--- src/rtl/pwm_ramp_ctrl.sv ---
// Slew-rate limited duty sequencer feeding the pwm Data_in word.
// Optional synchronous kill input enabled by defining PWM_RAMP_KILL_EN.
module pwm_ramp_ctrl #(
  parameter int PWM_Width = 8,
  parameter int STEP      = 1,
  parameter int TICK_DIV  = 256
) (
  input  logic                 clk,
  input  logic                 rst,
`ifdef PWM_RAMP_KILL_EN
  input  logic                 kill,
`endif
  input  logic                 cmd_valid,
  output logic                 cmd_ready,
  input  logic [PWM_Width-1:0] cmd_duty,
  output logic [PWM_Width-1:0] duty_out,
  output logic                 busy,
  output logic                 done
);

  localparam int TW = (TICK_DIV > 1) ? $clog2(TICK_DIV) : 1;
  localparam logic [TW-1:0]        TICK_LAST = TW'(TICK_DIV - 1);
  localparam logic [PWM_Width-1:0] STEP_W    = PWM_Width'(STEP);

  typedef enum logic [1:0] {
    IDLE,
    RAMP_UP,
    RAMP_DOWN
  } state_t;

  state_t               state, state_nxt;
  logic [PWM_Width-1:0] target, target_nxt;
  logic [PWM_Width-1:0] duty_nxt;
  logic [PWM_Width-1:0] diff;
  logic [TW-1:0]        tick, tick_nxt;
  logic                 done_nxt;
  logic                 kill_act;
  logic                 accept;
  logic                 step;

`ifdef PWM_RAMP_KILL_EN
  assign kill_act = kill;
`else
  assign kill_act = 1'b0;
`endif

  assign cmd_ready = (state == IDLE) && !kill_act;
  assign busy      = (state != IDLE);
  assign accept    = cmd_valid && cmd_ready;
  assign step      = (tick == TICK_LAST);

  always_comb begin
    state_nxt  = state;
    target_nxt = target;
    duty_nxt   = duty_out;
    tick_nxt   = tick;
    done_nxt   = 1'b0;
    diff       = '0;
    if (kill_act) begin
      state_nxt  = IDLE;
      target_nxt = '0;
      duty_nxt   = '0;
      tick_nxt   = '0;
    end else begin
      case (state)
        IDLE: begin
          if (accept) begin
            target_nxt = cmd_duty;
            tick_nxt   = '0;
            if (cmd_duty > duty_out)      state_nxt = RAMP_UP;
            else if (cmd_duty < duty_out) state_nxt = RAMP_DOWN;
            else                          done_nxt  = 1'b1;
          end
        end
        RAMP_UP: begin
          diff     = target - duty_out;
          tick_nxt = step ? '0 : tick + 1'b1;
          if (step) begin
            // Clamping on the remaining distance keeps the sum from wrapping.
            if (diff <= STEP_W) begin
              duty_nxt  = target;
              state_nxt = IDLE;
              done_nxt  = 1'b1;
            end else begin
              duty_nxt = duty_out + STEP_W;
            end
          end
        end
        RAMP_DOWN: begin
          diff     = duty_out - target;
          tick_nxt = step ? '0 : tick + 1'b1;
          if (step) begin
            if (diff <= STEP_W) begin
              duty_nxt  = target;
              state_nxt = IDLE;
              done_nxt  = 1'b1;
            end else begin
              duty_nxt = duty_out - STEP_W;
            end
          end
        end
        default: state_nxt = IDLE;
      endcase
    end
  end

  always_ff @(posedge clk or negedge rst) begin
    if (!rst) begin
      state    <= IDLE;
      target   <= '0;
      duty_out <= '0;
      tick     <= '0;
      done     <= 1'b0;
    end else begin
      state    <= state_nxt;
      target   <= target_nxt;
      duty_out <= duty_nxt;
      tick     <= tick_nxt;
      done     <= done_nxt;
    end
  end

endmodule

--- config.mk ---
export PLATFORM = sky130hd
export DESIGN_NAME = pwm_ramp_ctrl
export DESIGN_NICKNAME = d
export VERILOG_FILES = /design/src/rtl/pwm_ramp_ctrl.sv
export SDC_FILE = /design/constraint.sdc
export NUM_CORES = 1
export LEC_CHECK = 0
export ABC_AREA = 1
export CAP_MARGIN = 20
export CORE_MARGIN = 3
export CORE_UTILIZATION = 55
export DETAILED_ROUTE_END_ITERATION = 12
export PLACE_DENSITY = 0.81
export SKIP_LAST_GASP = 1
export SLEW_MARGIN = 20
export SYNTH_ARGS = -nofsm -noshare
export SYNTH_HDL_FRONTEND = slang
export SYNTH_SLANG_ARGS = --single-unit
--- constraint.sdc ---
create_clock -name clk -period 4.1 [get_ports clk]
set_clock_uncertainty 0.2 [all_clocks]
set_input_delay 0.82 -clock clk [delete_from_list [all_inputs] [get_ports clk]]
set_output_delay 0.82 -clock clk [all_outputs]
set_load 0.005 [all_outputs]
==> flow_metrics.env <==
export IMPL_yosysSeqAreaShare_pct=23.0
export IMPL_crit_start="duty_out[2]"
export IMPL_crit_family="simple AND/OR/NAND/NOR gates"
export IMPL_gr_total_overflow=0
export IMPL_swShare_pct=52.7
export IMPL_hold_class="register to register"
export IMPL_powerDensity_mw_per_mm2=492
export IMPL_grt_pass1_vias=2774
export IMPL_slowest_delay_ps=640
export IMPL_ctsResizeCount=0
export IMPL_drt_wirelength_per_cell_um=14.1
export IMPL_cts_root_buf="clkbuf_8"
export IMPL_core_area_mm2=0.00494
export IMPL_via_per_inst=5.64
export IMPL_period_share_pct=74.2
export IMPL_worstMarginPinSlew_ps=516
export IMPL_grt_antenna_before_repair=0
export IMPL_synth_top_area_share_pct=23.0
export IMPL_hold_buffers=0
export IMPL_die_y_um=79.1
export IMPL_max_cap_violations=0
export IMPL_ys_ff_latch=27
export IMPL_grt_max_degree=28
export IMPL_fp_dieArea_mm2=0.00626
export IMPL_seq_power_share_pct=23.9
export IMPL_finalWorstSetupSlack_ps=1060
export IMPL_comb_power_share_pct=66.0
export IMPL_dp_hpwl_um=5620
export IMPL_slew_headroom_pct=65.6
export IMPL_portBuffers=21
export IMPL_pre_cts_ws_ps=1120
export IMPL_syn2layout_area_growth_pct=9.79
export IMPL_firstDrtPassIters=5
export IMPL_syn_inst=436
export IMPL_routed_wl_um=7320
export IMPL_synth_area_mm2=0.00294
export IMPL_crit_slowest_cell="ha_1"
export IMPL_start_util_pct=59.5
export IMPL_ant_nets=0
export IMPL_setup_viol=0
export IMPL_p_leak_nw=1.69
export IMPL_min_from="tick[1]"
export IMPL_vdd_ir_drop_max_mv=0.354
export IMPL_crit_chain="inv_1 > ha_1 > nand2_1 > nor2_1 > nand2_1 > nand4_1 > nand2_1 > nor2_2 > nand3_1 > nand3_1 > nand2_1 > nand2_1 > nand2_1"
export IMPL_pin_count=22
export IMPL_start_kind="register"
export IMPL_crit_top_cell="nand2_1"
export IMPL_p_int_w=0.000750
export IMPL_ys_top_cells_by_area="dfrtp_1 23%, nand2_1 16%, ha_1 12%, nand3_1 9.5%, inv_1 7.3%"
export IMPL_drive_above_1_share_pct=8.17
export IMPL_p_sw_w=0.000837
export IMPL_synth_area_per_cell_um2=6.74
export IMPL_r2r_start="duty_out[2]"
export IMPL_nets=496
export IMPL_tns_ps=0
export IMPL_crit_fanout=13
export IMPL_maxSlewViolCount=0
export IMPL_rows=25
export IMPL_cts_made_buffers=3
export IMPL_cts_num_sinks=27
export IMPL_grt_pass1_wl_um=12300
export IMPL_drt_initial_drc_count=175
export IMPL_synth_cell_types=35
export IMPL_grt_usage_pct=24.0
export IMPL_yosys_area_top_type="dfrtp_1"
export IMPL_hold_viol_final=0
export IMPL_cp_end_kind="register"
export IMPL_place_gp_congestion=0.918
export IMPL_clk_pin_slew_ps=100
export IMPL_path_class="register to register"
export IMPL_ys_warn_count=0
export IMPL_dieWidth_um=79.1
export IMPL_rsz0062_at_grt="false"
export IMPL_drc_errors=0
export IMPL_vias=2931
export IMPL_syn_nets=478
export IMPL_required_ps=4080
export IMPL_status="finished clean"
export IMPL_crit_arrival_ps=3020
export IMPL_worst_path_buf_inv=1
export IMPL_cts_buffer_depth=2
export IMPL_period_needed_ps=3040
export IMPL_clk_latency_ps=280
export IMPL_htree_levels=1
export IMPL_cts_tree="built"
export IMPL_antenna_cells=0
export IMPL_fmax_ghz=0.329
export IMPL_clkPwrFrac_pct=10.0
export IMPL_cts_setup_buffers=0
==> worst paths after layout <==
| path | end | slack (ps) | depth (start not counted) |
|---|---|---|---|
| min in group asynchronous | target[6] | 710 | 2 |
| setup reg to reg | duty_out[3] | 1060 | 13 |
| hold reg to reg | tick[1] | 340 | 2 |
| setup / recovery | duty_out[3] | 1060 | 13 |
| max in group asynchronous | tick[6] | 2730 | 2 |
| hold / removal | tick[1] | 340 | 2 |
==> routing by layer <==
metal	wire [um]	vias to the layer above	part of all wire (%)	GRT usage [%]
met5	0	-	0	0
met4	140	0	1.9	6.70
met3	379	18	5.2	1.70
met2	3620	130	49	43.4
met1	3180	1353	43	30.8
li1	-	1430	-	-
==> metrics by stage <==
stage	util [%]	total power (W)	cells	cell area (um^2)	hold slack, ps
floorplan	-	0.00121	436	2940	274
detailed placement	64.3	0.00142	516	3180	313
finish	65.3	0.00159	520	3230	337
global placement	64.3	0.00139	516	3180	301
global route	65.3	0.00173	520	3230	362
CTS	65.3	0.00158	520	3230	340
==> cells in the final DEF, fill, tap and decap left out, types with 4 or more instances in the layout <==
master,netlist,routed
clkdlybuf4s50_1,0,21
dfrtp_1,27,27
nor3_1,8,8
xor2_1,12,12
nand4_1,9,9
xnor2_1,4,4
nand2_1,129,129
o21ai_0,7,7
a21oi_1,19,19
ha_1,29,29
inv_1,57,57
nand2_2,8,8
nor2_1,26,26
nand3_1,56,56
nor2_2,4,4
nand3_2,5,5
==> synthesized netlist by cell type (all sizes together) <==
master	count
nand2	140
nand3	62
inv	60
nor2	34
ha	29
dfrtp	27
a21oi	21
xor2	12
nand4	9
o21ai	9
nor3	8
buf	6
xnor2	4
clkbuf	3
a31oi	2
fa	2
nand3b	2
o21bai	2
a211oi	1
a21o	1
mux2	1
nor4	1
==> logic make-up after synthesis <==
kind of cell | count (synthesis) | share of synthesized area (%)
flip-flops | 27 | 23.0
AND/OR/NAND/NOR | 256 | 41.6
adder cells (fa/ha/maj) | 31 | 13.7
buffers and inverters | 69 | 9.79
AO/OA/AOI/OAI | 36 | 6.81
multiplexers | 1 | 0.383
XOR/XNOR | 16 | 4.77
==> cell type report <==
cell class,instances,area (um^2)
clock buffers,3,41.3
inverters,60,225
clock inverters,1,7.51
repair buffers,22,218
well taps,67,83.8
fillers,473,1710
flip-flops and latches,27,676
multi-input cells,340,1980
==> sequential cells by signal, summed over array words and instances (netlist names) <==
signal and flops:
duty_out 8, target 8, tick 8, state 2
done 1
==> tightest hold or removal path, delay by kind of cell (launching register included) <==
kind	cells	cell delay [ps]
flops	1	390
simple gates	2	120
==> power by group through the flow <==
| stage | clock, W | sequential, W | combinational, W |
|---|---|---|---|
| 4_1_cts | 0.000162 | 0.000379 | 0.00104 |
| 6_report | 0.000159 | 0.000380 | 0.00105 |
| 2_1_floorplan | 0 | 0.000367 | 0.000843 |
| 5_1_grt | 0.000174 | 0.000386 | 0.00117 |
| 3_3_place_gp | 0 | 0.000384 | 0.00101 |
| 3_5_place_dp | 0 | 0.000385 | 0.00103 |
Power figures use the tool's default switching activity.
